File: config.mk
export PLATFORM = sky130hd
export DESIGN_NAME = shift_scaler
export DESIGN_NICKNAME = d
export VERILOG_FILES = /design/src/rtl/shift_scaler.sv
export SDC_FILE = /design/constraint.sdc
export NUM_CORES = 1
export LEC_CHECK = 0
export BUFFER_PORTS_ARGS = -buffer_cell sky130_fd_sc_hd__buf_2
export CELL_PAD_IN_SITES_DETAIL_PLACEMENT = 1
export CELL_PAD_IN_SITES_GLOBAL_PLACEMENT = 2
export CORE_MARGIN = 2
export CORE_UTILIZATION = 30
export CTS_CLUSTER_SIZE = 25
export DETAILED_ROUTE_END_ITERATION = 7
export PLACE_DENSITY = 0.71
export SETUP_SLACK_MARGIN = 0.3
export SLEW_MARGIN = 10
export SYNTH_ARGS = -nofsm -noshare
export SYNTH_HDL_FRONTEND = slang
export SYNTH_SLANG_ARGS = --single-unit
File: constraint.sdc
create_clock -name clk -period 8.4 [get_ports clk]
set_clock_uncertainty 0.15 [all_clocks]
set_input_delay 1.68 -clock clk [delete_from_list [all_inputs] [get_ports clk]]
set_output_delay 1.68 -clock clk [all_outputs]
set_load 0.01 [all_outputs]
File: src/rtl/shift_scaler.sv
// shift_scaler: pipelined barrel shifter and power-of-two fixed-point scaler.
// Every mode is recast up front as a single left or right shift of a
// double-width working word. The log2 levels of that shift are spread over
// the pipeline stages, and the last stage formats the result and detects
// saturation. A single global stall freezes the whole pipe under backpressure.
module shift_scaler #(
    parameter int WIDTH   = 32,
    parameter int SHAMT_W = 8,
    parameter int STAGES  = 2,
    parameter int CNT_W   = 16
) (
    input  logic               clk,
    input  logic               rst_n,
    input  logic               in_valid,
    output logic               in_ready,
    input  logic [WIDTH-1:0]   in_data,
    input  logic [SHAMT_W-1:0] in_shamt,
    input  logic [2:0]         in_mode,
    output logic               out_valid,
    input  logic               out_ready,
    output logic [WIDTH-1:0]   out_data,
    output logic               out_sat,
    input  logic               clr_stats,
    output logic [CNT_W-1:0]   sat_count
);

    // Effective shift amounts are clamped to 0..WIDTH, so this many levels suffice.
    localparam int LVLS = $clog2(WIDTH + 1);
    localparam int WW   = 2 * WIDTH;

    typedef enum logic [2:0] {
        MODE_SLL  = 3'd0,
        MODE_SRL  = 3'd1,
        MODE_SRA  = 3'd2,
        MODE_ROL  = 3'd3,
        MODE_ROR  = 3'd4,
        MODE_SATL = 3'd5,
        MODE_RND  = 3'd6,
        MODE_RSVD = 3'd7
    } mode_e;

    // One pipeline slot: the working word, the shift amount it still has to
    // apply, its direction, and the context needed to format the result.
    typedef struct packed {
        logic             valid;
        logic             left;
        logic             satMode;
        logic             sign;
        logic [LVLS-1:0]  amt;
        logic [WW-1:0]    word;
        logic [WIDTH-1:0] res;
        logic             sat;
    } stage_t;

    stage_t           entry;
    stage_t           pipeD [STAGES];
    stage_t           pipeQ [STAGES];
    logic [31:0]      shamtWide;
    logic [31:0]      rotAmt;
    logic [WIDTH:0]   rndSum;
    logic             bigShift;
    logic             stall;
    logic [CNT_W-1:0] satCount_q;
    logic [CNT_W-1:0] satCount_d;

    // First barrel level handled by stage k; stage k covers [levelLo(k), levelLo(k+1)).
    function automatic int levelLo(input int k);
        return (k * LVLS) / STAGES;
    endfunction

    assign stall     = pipeQ[STAGES-1].valid & ~out_ready;
    assign in_ready  = ~stall;
    assign out_valid = pipeQ[STAGES-1].valid;
    assign out_data  = pipeQ[STAGES-1].res;
    assign out_sat   = pipeQ[STAGES-1].sat;
    assign sat_count = satCount_q;

    // Recast the requested mode as a plain shift of a 2*WIDTH word: right
    // shifts keep the result in the low half with the fill (zero, sign or a
    // copy of the data for rotates) in the high half; left shifts keep a
    // sign-extended copy so bits pushed past the result width stay visible.
    always_comb begin
        shamtWide = 32'(in_shamt);
        bigShift  = (shamtWide >= 32'(WIDTH));
        rotAmt    = shamtWide % 32'(WIDTH);
        rndSum    = {in_data[WIDTH-1], in_data};
        if (!bigShift && (shamtWide != 32'd0)) begin
            rndSum = rndSum + ((WIDTH+1)'(1) << (shamtWide - 32'd1));
        end
        entry         = '0;
        entry.valid   = in_valid;
        entry.sign    = in_data[WIDTH-1];
        entry.amt     = bigShift ? LVLS'(WIDTH) : LVLS'(shamtWide);
        case (mode_e'(in_mode))
            MODE_SLL: begin
                entry.left = 1'b1;
                entry.word = {{WIDTH{1'b0}}, in_data};
            end
            MODE_SRL: begin
                entry.word = {{WIDTH{1'b0}}, in_data};
            end
            MODE_SRA: begin
                entry.word = {{WIDTH{in_data[WIDTH-1]}}, in_data};
            end
            MODE_ROL: begin
                entry.word = {in_data, in_data};
                entry.amt  = (rotAmt == 32'd0) ? '0 : LVLS'(32'(WIDTH) - rotAmt);
            end
            MODE_ROR: begin
                entry.word = {in_data, in_data};
                entry.amt  = LVLS'(rotAmt);
            end
            MODE_SATL: begin
                entry.left    = 1'b1;
                entry.satMode = 1'b1;
                entry.word    = {{WIDTH{in_data[WIDTH-1]}}, in_data};
            end
            MODE_RND: begin
                if (bigShift) begin
                    entry.word = '0;
                    entry.amt  = '0;
                end else begin
                    entry.word = {{(WIDTH-1){rndSum[WIDTH]}}, rndSum};
                end
            end
            default: begin
                entry.word = '0;
                entry.amt  = '0;
            end
        endcase
    end

    // Each stage applies its share of the barrel levels; the last stage also
    // decides saturation and produces the final result and sat flag.
    always_comb begin
        stage_t cur;
        logic   ovf;
        for (int k = 0; k < STAGES; k++) begin
            ovf = 1'b0;
            cur = (k == 0) ? entry : pipeQ[(k == 0) ? 0 : k - 1];
            for (int lvl = 0; lvl < LVLS; lvl++) begin
                if ((lvl >= levelLo(k)) && (lvl < levelLo(k + 1)) && cur.amt[lvl]) begin
                    cur.word = cur.left ? (cur.word << (1 << lvl)) : (cur.word >> (1 << lvl));
                end
            end
            cur.res = '0;
            cur.sat = 1'b0;
            if (k == STAGES - 1) begin
                ovf = cur.satMode &&
                      (cur.sign ? ~&cur.word[WW-1:WIDTH-1] : |cur.word[WW-1:WIDTH-1]);
                if (ovf) begin
                    cur.res = cur.sign ? {1'b1, {(WIDTH-1){1'b0}}} : {1'b0, {(WIDTH-1){1'b1}}};
                    cur.sat = 1'b1;
                end else begin
                    cur.res = cur.word[WIDTH-1:0];
                end
            end
            pipeD[k] = cur;
        end
    end

    // Advance every stage together unless the output is blocked downstream.
    always_ff @(posedge clk or negedge rst_n) begin
        if (!rst_n) begin
            for (int k = 0; k < STAGES; k++) begin
                pipeQ[k] <= '0;
            end
        end else if (!stall) begin
            for (int k = 0; k < STAGES; k++) begin
                pipeQ[k] <= pipeD[k];
            end
        end
    end

    // Next saturation count: clear wins, otherwise count delivered clamps and stick at all-ones.
    always_comb begin
        satCount_d = satCount_q;
        if (clr_stats) begin
            satCount_d = '0;
        end else if (out_valid && out_ready && out_sat && !(&satCount_q)) begin
            satCount_d = satCount_q + CNT_W'(1);
        end
    end

    // Saturation event counter register.
    always_ff @(posedge clk or negedge rst_n) begin
        if (!rst_n) begin
            satCount_q <= '0;
        end else begin
            satCount_q <= satCount_d;
        end
    end

endmodule

==> qor.tcl, run 1 <==
set qor(congestion_overflow_gr) 0
set qor(clk_path_buf_depth) 2
set qor(clkTransAtPathRegs_ns) 0.06
set qor(wire_length_of_the_first_global_routing_pass_mm) 127.9
set qor(synthToLayoutAreaGrowth_pct) 8.206
set qor(final_cell_area_sq_um) 17440
set qor(die_height_um) 235.8
set qor(min-delay-start) {pipeD[106]}
set qor(cts_tree) {yes}
set qor(yosysSeqAreaShare_pct) 18.79
set qor(initial_utilization_pct) 30.49
set qor(cp_data_required_time_ns) 8.63
set qor(globalRouteTotalUtil_pct) 30.00
set qor(die_area_sq_um) 55590
set qor(rr_startpoint) {pipeD[100]}
set qor(cpMaxStageDelayCell) {sky130_fd_sc_hd__nor4b_1}
set qor(clock_sink_count) 121
set qor(synth_enable_flop_cells) 0
set qor(worst_ir_drop_on_vdd_v) 0.0001579
set qor(run_status) {completed}
set qor(grt_setup_unrepaired) {no}
set qor(synth_cell_types) 86
set qor(clock.fmax_mhz) 135.1
set qor(setup_crit_start_kind) {input pin}
set qor(first_global_vias) 19216
set qor(route.vias.total) 19533
set qor(critical_path_arrival_ns) 7.63
set qor(timing.critical_path.slowest_cell_delay_ns) 0.80
set qor(synth_warn) 0
set qor(reg2reg_depth) 10
set qor(synthFlopType) {sky130_fd_sc_hd__dfrtp_1}
set qor(finalWorstSetupSlack_ns) 0.9989
set qor(post_dp_cell_area_sq_um) 16900
set qor(final.period_utilization_pct) 88.11
set qor(mappedNetlistArea_sq_um) 16120
set qor(avgRoutedWirePerCell_um) 29.34
set qor(worst-path-max-fanout) 10
set qor(setup_bufs_post_cts) 0
set qor(cell_at_the_root_of_the_clock_tree) {sky130_fd_sc_hd__clkbuf_16}
set qor(h-tree-depth) 4
set qor(hold_viol_final) 0
set qor(core_region_area_sq_um) 52870
set qor(std_cell_rows) 84
set qor(ios) 99
set qor(drc) 0
set qor(hold_path_end) {pipeD[106]}
set qor(detailedPlace.worstSlack_ns) 0.6756
set qor(cts_resized) 0
set qor(series_of_cell_instances_along_the_critical_path) {buf_2 > inv_1 > ha_1 > nor3b_1 > nand2b_1 > nand2_1 > nor3_1 > nand2_1 > or2_2 > nor2_1 > ha_1 > o211ai_1 > o211ai_1 > a21oi_1 > nor4b_1 > mux2_2 > a21boi_0 > a21oi_1 > a32oi_1 > o2111ai_1 > nand3_1}
set qor(max_slew_margin_pct) 11.25
set qor(min-delay-path-class) {flip-flop to flip-flop}
set qor(setup_viol) 0
set qor(layout_common_cells) {sky130_fd_sc_hd__nor2_1, sky130_fd_sc_hd__nand2_1, sky130_fd_sc_hd__a21oi_1}
set qor(async_flop_share_pct) 100.0
set qor(detail_route.vias_per_cell) 6.692
set qor(gp_congestion) 0.9905
set qor(worst-slew-pin-transition_ns) 1.326
set qor(leakage_uw) 0.006940
set qor(timing.reg2reg.setup_slack_ns) 2.87
set qor(finalSetupTns_ns) 0
set qor(syn-instance-count) 2270
set qor(insertion_delay_ns) 0.46
set qor(grt_start_max_net_pins) 75
set qor(detailedRoute.firstIterationViolations) 2206
set qor(totalPowerFinal_uw) 3249
set qor(synth.avg_cell_area_sq_um) 7.100
set qor(cts-buffers-inserted) 17
set qor(grt_antenna_before_repair) 0
set qor(detailedPlacementHpwl_mm) 64.11
set qor(fin_hold_ws_ns) 0.3200
set qor(crit-reg2reg-capture) {out_data[11]}
set qor(setup.worst_path.class) {input pin to flip-flop}
set qor(layout.cells.most_common) {sky130_fd_sc_hd__nor2_1}
set qor(final_max_slew_viol_count) 0
set qor(min_period_ns) 7.401
set qor(max-cap-violations) 0
set qor(buffer_ports.inserted) 98
set qor(die_width_um) 235.8
set qor(crit_path_end_kind) {flip-flop}
set qor(drt.antenna.violating_nets) 0
set qor(mappedNetlistNets) 2354
set qor(finalNetCount) 2301
set qor(post_route_cells_drive_above_1_share_pct) 11.80
set qor(drt_pass1_iterations) 7
set qor(hold-path-cell-count) 2
set qor(yosys_register_bits) 121
set qor(drt-total-wl_mm) 85.65
set qor(power_density_nw_per_um2) 186.3
set qor(cts_hold_repair.buffers) 0
-- cell families after synthesis --
logic type                 count (synthesis)  synth area share (%)
DFF                                      121                 18.79
xor gates and xnor gates                  28                 1.522
and+or+nand+nor                          818                 23.52
buffers and inverters                    263                 7.662
muxes                                    104                 7.135
adders and majority gates                 36                 2.841
AOI/OAI and AO/OA                        900                 38.54
-- Yosys cell counts (9+ instances only) --
cell type / instances / area share (%)
sky130_fd_sc_hd__o221ai_1: 12 / 0.65
sky130_fd_sc_hd__o22ai_1: 42 / 1.6
sky130_fd_sc_hd__xnor2_1: 12 / 0.65
sky130_fd_sc_hd__buf_1: 19 / 0.44
sky130_fd_sc_hd__o22a_1: 10 / 0.54
sky130_fd_sc_hd__inv_1: 27 / 0.63
sky130_fd_sc_hd__or3_1: 34 / 1.3
sky130_fd_sc_hd__o21a_1: 27 / 1.3
sky130_fd_sc_hd__a22oi_1: 45 / 2.1
sky130_fd_sc_hd__buf_2: 20 / 0.62
sky130_fd_sc_hd__nor3_1: 53 / 1.6
sky130_fd_sc_hd__a211o_1: 13 / 0.71
sky130_fd_sc_hd__nor2_1: 270 / 6.3
sky130_fd_sc_hd__a22o_1: 24 / 1.3
sky130_fd_sc_hd__nand4_1: 29 / 1.1
sky130_fd_sc_hd__or2_2: 10 / 0.39
sky130_fd_sc_hd__ha_1: 35 / 2.7
sky130_fd_sc_hd__a221o_1: 16 / 0.99
sky130_fd_sc_hd__a32oi_1: 13 / 0.71
sky130_fd_sc_hd__a31oi_1: 40 / 1.6
sky130_fd_sc_hd__o211ai_1: 41 / 1.9
sky130_fd_sc_hd__nand3_1: 78 / 2.4
sky130_fd_sc_hd__clkbuf_1: 140 / 3.3
sky130_fd_sc_hd__mux2i_1: 80 / 5.0
sky130_fd_sc_hd__a2bb2oi_1: 9 / 0.49
sky130_fd_sc_hd__mux2_2: 17 / 1.2
sky130_fd_sc_hd__o221a_2: 16 / 1.1
sky130_fd_sc_hd__dfrtp_1: 121 / 19
sky130_fd_sc_hd__a21oi_1: 209 / 6.5
sky130_fd_sc_hd__o211a_1: 19 / 1.2
sky130_fd_sc_hd__o311ai_0: 9 / 0.49
sky130_fd_sc_hd__and2_1: 20 / 0.78
sky130_fd_sc_hd__and3_1: 18 / 0.70
sky130_fd_sc_hd__nand2b_1: 16 / 0.62
sky130_fd_sc_hd__a211oi_1: 50 / 2.3
sky130_fd_sc_hd__nor2b_1: 12 / 0.47
sky130_fd_sc_hd__xor2_1: 16 / 0.87
sky130_fd_sc_hd__o21ai_0: 141 / 4.4
sky130_fd_sc_hd__buf_4: 47 / 2.2
sky130_fd_sc_hd__a221oi_1: 26 / 1.4
sky130_fd_sc_hd__nand2_1: 230 / 5.4
sky130_fd_sc_hd__o31ai_1: 14 / 0.65
sky130_fd_sc_hd__a21o_1: 31 / 1.4
-- flip-flops by register name, summed over array words and instances, names as in the netlist --
| register | flops |
|---|---|
| out_data | 32 |
| pipeQ | 64 |
| out_valid | 1 |
| pipeD | 7 |
| sat_count | 16 |
| out_sat | 1 |
-- layout make-up --
type | count | area (sq um)
tap | 688 | 860.8
antenna | 2 | 5.005
timing repair buffer | 161 | 965.9
sequential | 121 | 3038
multi-input combinational | 1886 | 11920
inverter | 30 | 113.9
clock buffer | 24 | 491.7
fill | 6535 | 35430
clock inverter | 7 | 43.79
-- how the worst max path moves through the flow --
stage | from | to | slack (ns) | cells past startpoint
global route | in_shamt[0] | pipeQ[166] | 0.52 | 21
CTS | in_shamt[0] | pipeQ[166] | 1.13 | 21
floorplan | in_shamt[0] | pipeQ[171] | 1.19 | 22
finish | in_shamt[0] | pipeQ[162] | 1.0 | 21
detailed placement | in_shamt[0] | pipeQ[166] | 0.68 | 21
global placement | in_shamt[3] | pipeQ[166] | 0.77 | 19
-- metrics by stage --
| stage | std cells | utilization, % |
|---|---|---|
| after floorplan | 2270 | - |
| after global placement | 2886 | 31.97 |
| after detailed placement | 2886 | 31.97 |
| after CTS | 2917 | 32.98 |
| after global routing | 2917 | 32.98 |
| final | 2919 | 32.99 |
-- worst max-delay path: cells and delay by family --
family	cells	cell delay [ns]
AO/OA/AOI/OAI	7	2.31
adder cells (fa/ha/maj)	2	0.62
buffers and inverters	2	0.33
multiplexers	1	0.41
AND/OR/NAND/NOR	9	2.28
-- layer usage --
layer	track usage (%)	share of wire [%]	vias up
met5	0	0	-
met4	9.593	3.2	0
met3	4.857	7.5	179
met2	47.33	44	885
met1	41.68	45	9911
li1	-	-	8558
-- where the power goes --
group	internal (uW)	total (uW)	leakage (uW)	switching, uW
sequential	711	961	0.00149	250
clock	404	707	0.000262	303
combinational	565	1580	0.00519	1020
total	1680	3250	0.00694	1570
Power figures use the tool's default switching activity.
==> run 2, diff against run 1 <==
PLACE_DENSITY = 0.74   (was 0.71)
clock period = 6.2 ns   (was 8.4 ns; I/O delays follow)
==> run 2 against run 1 <==
Effect of this change:
- non-clock buffer count is 220 higher
- final cell count is 7.5% higher
- sequential share of layout area is 1.8 points lower
- register-to-register slack worse by 1.7 ns
- setup slack worse by 0.55 ns
- first-iteration DRC count is 1.3% lower
- utilization is 3.9 points higher
- largest cell class unchanged
==> qor.tcl, run 2 (same netlist as run 1, synthesis figures left out) <==
set qor(run_status) {completed}
set qor(gp_congestion) 0.9961 ;# +0.57%
set qor(avgRoutedWirePerCell_um) 28.45 ;# -3.0%
set qor(first_global_vias) 20562 ;# +7.0%
set qor(hold_viol_final) 0 ;# unchanged
set qor(largest_register_ffs) 64 ;# unchanged
set qor(final_cell_area_sq_um) 19480 ;# +12%
set qor(detail_route.vias_per_cell) 6.509 ;# -2.7%
set qor(critical_path_arrival_ns) 5.93 ;# -1.70 ns
set qor(die_width_um) 235.8 ;# unchanged
set qor(layout_common_cells) {sky130_fd_sc_hd__buf_4, sky130_fd_sc_hd__nor2_1, sky130_fd_sc_hd__nand2_1}
set qor(cts_hold_repair.buffers) 0 ;# unchanged
set qor(internal-power_uw) 2378 ;# +42%
set qor(drt_pass1_iterations) 5 ;# -2
set qor(min_period_ns) 5.754
set qor(fin_hold_ws_ns) 0.3325 ;# +0.01246 ns
set qor(final_max_slew_viol_count) 0 ;# unchanged
set qor(drt.antenna.violating_nets) 0 ;# unchanged
set qor(total_switching_power_uw) 2194 ;# +40%
set qor(std_cell_rows) 84 ;# unchanged
set qor(core_region_area_sq_um) 52870 ;# unchanged
set qor(finalNetCount) 2521 ;# +9.6%
set qor(max_slew_margin_pct) 29.33 ;# +18 points
set qor(finalWorstSetupSlack_ns) 0.4465 ;# -0.5525 ns
set qor(power_density_nw_per_um2) 234.7 ;# +26%
set qor(relative_contribution_of_sequential_cells_to_total_power_pct) 29.1 ;# -0.5 points
set qor(insertion_delay_ns) 0.45 ;# about the same
set qor(cp_data_required_time_ns) 6.38 ;# -2.25 ns
set qor(detailedPlacementHpwl_mm) 67.88 ;# +5.9%
set qor(power.share.switching_pct) 47.99 ;# -0.28 points
set qor(setup_viol) 0 ;# unchanged
set qor(drc) 0 ;# unchanged
set qor(reg2reg_depth) 10 ;# unchanged
set qor(ios) 99 ;# unchanged
set qor(globalRouteTotalUtil_pct) 31.36 ;# +1.4 points
set qor(comb_power_share_pct) 50.4 ;# +1.7 points
set qor(detailedRoute.firstIterationViolations) 2177 ;# -1.3%
set qor(min-delay-start) {pipeD[106]}
set qor(layout.cells.non_filler) 3139 ;# +7.5%
set qor(detailedPlace.worstSlack_ns) -0.1625 ;# -0.8381 ns
set qor(series_of_cell_instances_along_the_critical_path) {buf_2 > inv_2 > ha_4 > nor3b_2 > nand2b_1 > a21boi_0 > o32a_1 > nand2b_1 > or2_4 > nor2_1 > ha_1 > and4_1 > a221oi_2 > buf_4 > o21ai_2 > a21o_1 > a221oi_2 > buf_4 > and4_4 > buf_6 > a21oi_1 > a221o_1 > a21oi_1 > a21oi_1}
set qor(synthToLayoutAreaGrowth_pct) 20.89
set qor(route.vias.total) 20433 ;# +4.6%
set qor(congestion_overflow_gr) 0 ;# unchanged
set qor(timing.reg2reg.setup_slack_ns) 1.18 ;# -1.69 ns
set qor(cpMaxStageDelayCell) {sky130_fd_sc_hd__o32a_1}
set qor(leakage_uw) 0.008111 ;# +17%
set qor(max-cap-violations) 0 ;# unchanged
set qor(worst_ir_drop_on_vdd_v) 0.0002261 ;# +43%
set qor(grt_start_max_net_pins) 111 ;# +48%
set qor(clock_power_share_pct) 20.4 ;# -1.4 points
set qor(rr_startpoint) {pipeD[105]}
set qor(cts-buffers-inserted) 17 ;# unchanged
set qor(timing.critical_path.slowest_cell_delay_ns) 0.43 ;# -0.37 ns
set qor(die_height_um) 235.8 ;# unchanged
set qor(drt-total-wl_mm) 89.31 ;# +4.3%
set qor(setup_crit_start_kind) {input pin}
set qor(clkTransAtPathRegs_ns) 0.06 ;# about the same
set qor(cp_common_cell) {sky130_fd_sc_hd__a21oi_1}
set qor(grt_antenna_before_repair) 1 ;# +1
set qor(post_dp_cell_area_sq_um) 18620 ;# +10%
set qor(die_area_sq_um) 55590 ;# unchanged
set qor(crit-reg2reg-capture) {out_data[11]}
set qor(grt_setup_unrepaired) {yes}
set qor(setup.worst_path.class) {input pin to flip-flop}
set qor(clk_path_buf_depth) 2 ;# unchanged
set qor(cts_tree) {yes}
set qor(clock_sink_count) 121 ;# unchanged
set qor(h-tree-depth) 4 ;# unchanged
set qor(buffer_ports.inserted) 98 ;# unchanged
set qor(final_util_pct) 36.86 ;# +3.9 points
set qor(hold_path_end) {out_valid}
set qor(crit_path_end_kind) {flip-flop}
set qor(final.period_utilization_pct) 92.80
set qor(numPlacedInstances) 3098 ;# +7.3%
set qor(clock.fmax_mhz) 173.8
set qor(post_route_cells_drive_above_1_share_pct) 21.85 ;# +10 points
set qor(top_register) {pipeQ}
set qor(min-delay-path-class) {flip-flop to flip-flop}
set qor(hold-path-cell-count) 1 ;# -1
set qor(initial_utilization_pct) 30.49 ;# unchanged
set qor(layout.cells.most_common) {sky130_fd_sc_hd__buf_4}
set qor(worst-slew-pin-transition_ns) 1.058 ;# -0.2684 ns
set qor(wire_length_of_the_first_global_routing_pass_mm) 134.1 ;# +4.8%
set qor(cell_at_the_root_of_the_clock_tree) {sky130_fd_sc_hd__clkbuf_16}
set qor(worst-path-max-fanout) 7 ;# -3
run 2: changes by cell type in the layout (fill, tap and decap cells not counted), sizes merged:
cell,before,now
buf,161,381
clkbuf,24,18
clkinv,8,11
clkinvlp,2,4
inv,27,28
run 2: area by class of cell:
cell class | count | area (sq um)
clock buffers | 18 | 439.2
fillers | 6561 | 33380
well taps | 688 | 860.8
repair buffers | 381 | 2713
diodes | 2 | 5.005
flip-flops and latches | 121 | 3038
clock inverters | 13 | 101.3
inverters | 30 | 113.9
multi-input cells | 1886 | 12210
run 2: critical path: cells and delay by family:
kind,cells,cell delay [ns]
compound gates,10,2.13
simple gates,7,1.37
buf+inv,5,0.69
fa+ha+maj,2,0.45
run 2: routing by layer:
metal  wire (um)  track usage, %  share of wire (%)
met1       38890           42.38                 44
met4        3562           12.49                4.0
met3        7244           6.144                8.1
met2       39620           49.00                 44
met5           0               0                  0
run 2: how the worst max path moves through the flow:
stage	startpoint	end	slack [ns]	depth (start not counted)
6_report	in_shamt[0]	pipeQ[173]	0.45	24
2_1_floorplan	in_shamt[3]	pipeQ[173]	0.31	23
3_3_place_gp	in_shamt[4]	pipeQ[191]	-0.05	24
4_1_cts	in_shamt[4]	pipeQ[171]	0.30	24
5_1_grt	in_shamt[4]	pipeQ[166]	0.26	23
3_5_place_dp	in_shamt[4]	pipeQ[173]	-0.16	23
run 2: stage by stage:
step / TNS (ns) / total power (uW)
6_report: 0 / 4572
5_1_grt: 0 / 4794
4_1_cts: 0 / 4486
3_5_place_dp: -1.797 / 3536
3_3_place_gp: -0.1278 / 3496
2_1_floorplan: 0 / 2635
run 2: power groups by stage:
stage | registers [uW] | logic [uW] | clock network (uW)
2_1_floorplan | 1110 | 1530 | 0
4_1_cts | 1310 | 2230 | 949
6_report | 1330 | 2310 | 934
3_5_place_dp | 1320 | 2210 | 0
5_1_grt | 1350 | 2460 | 987
3_3_place_gp | 1320 | 2180 | 0
run 2: what timing repair did:
item	in CTS	in global routing
pin swaps	0	15
setup buffers	0	8
endpoints found under the setup margin	2	57
resized for setup	2	57
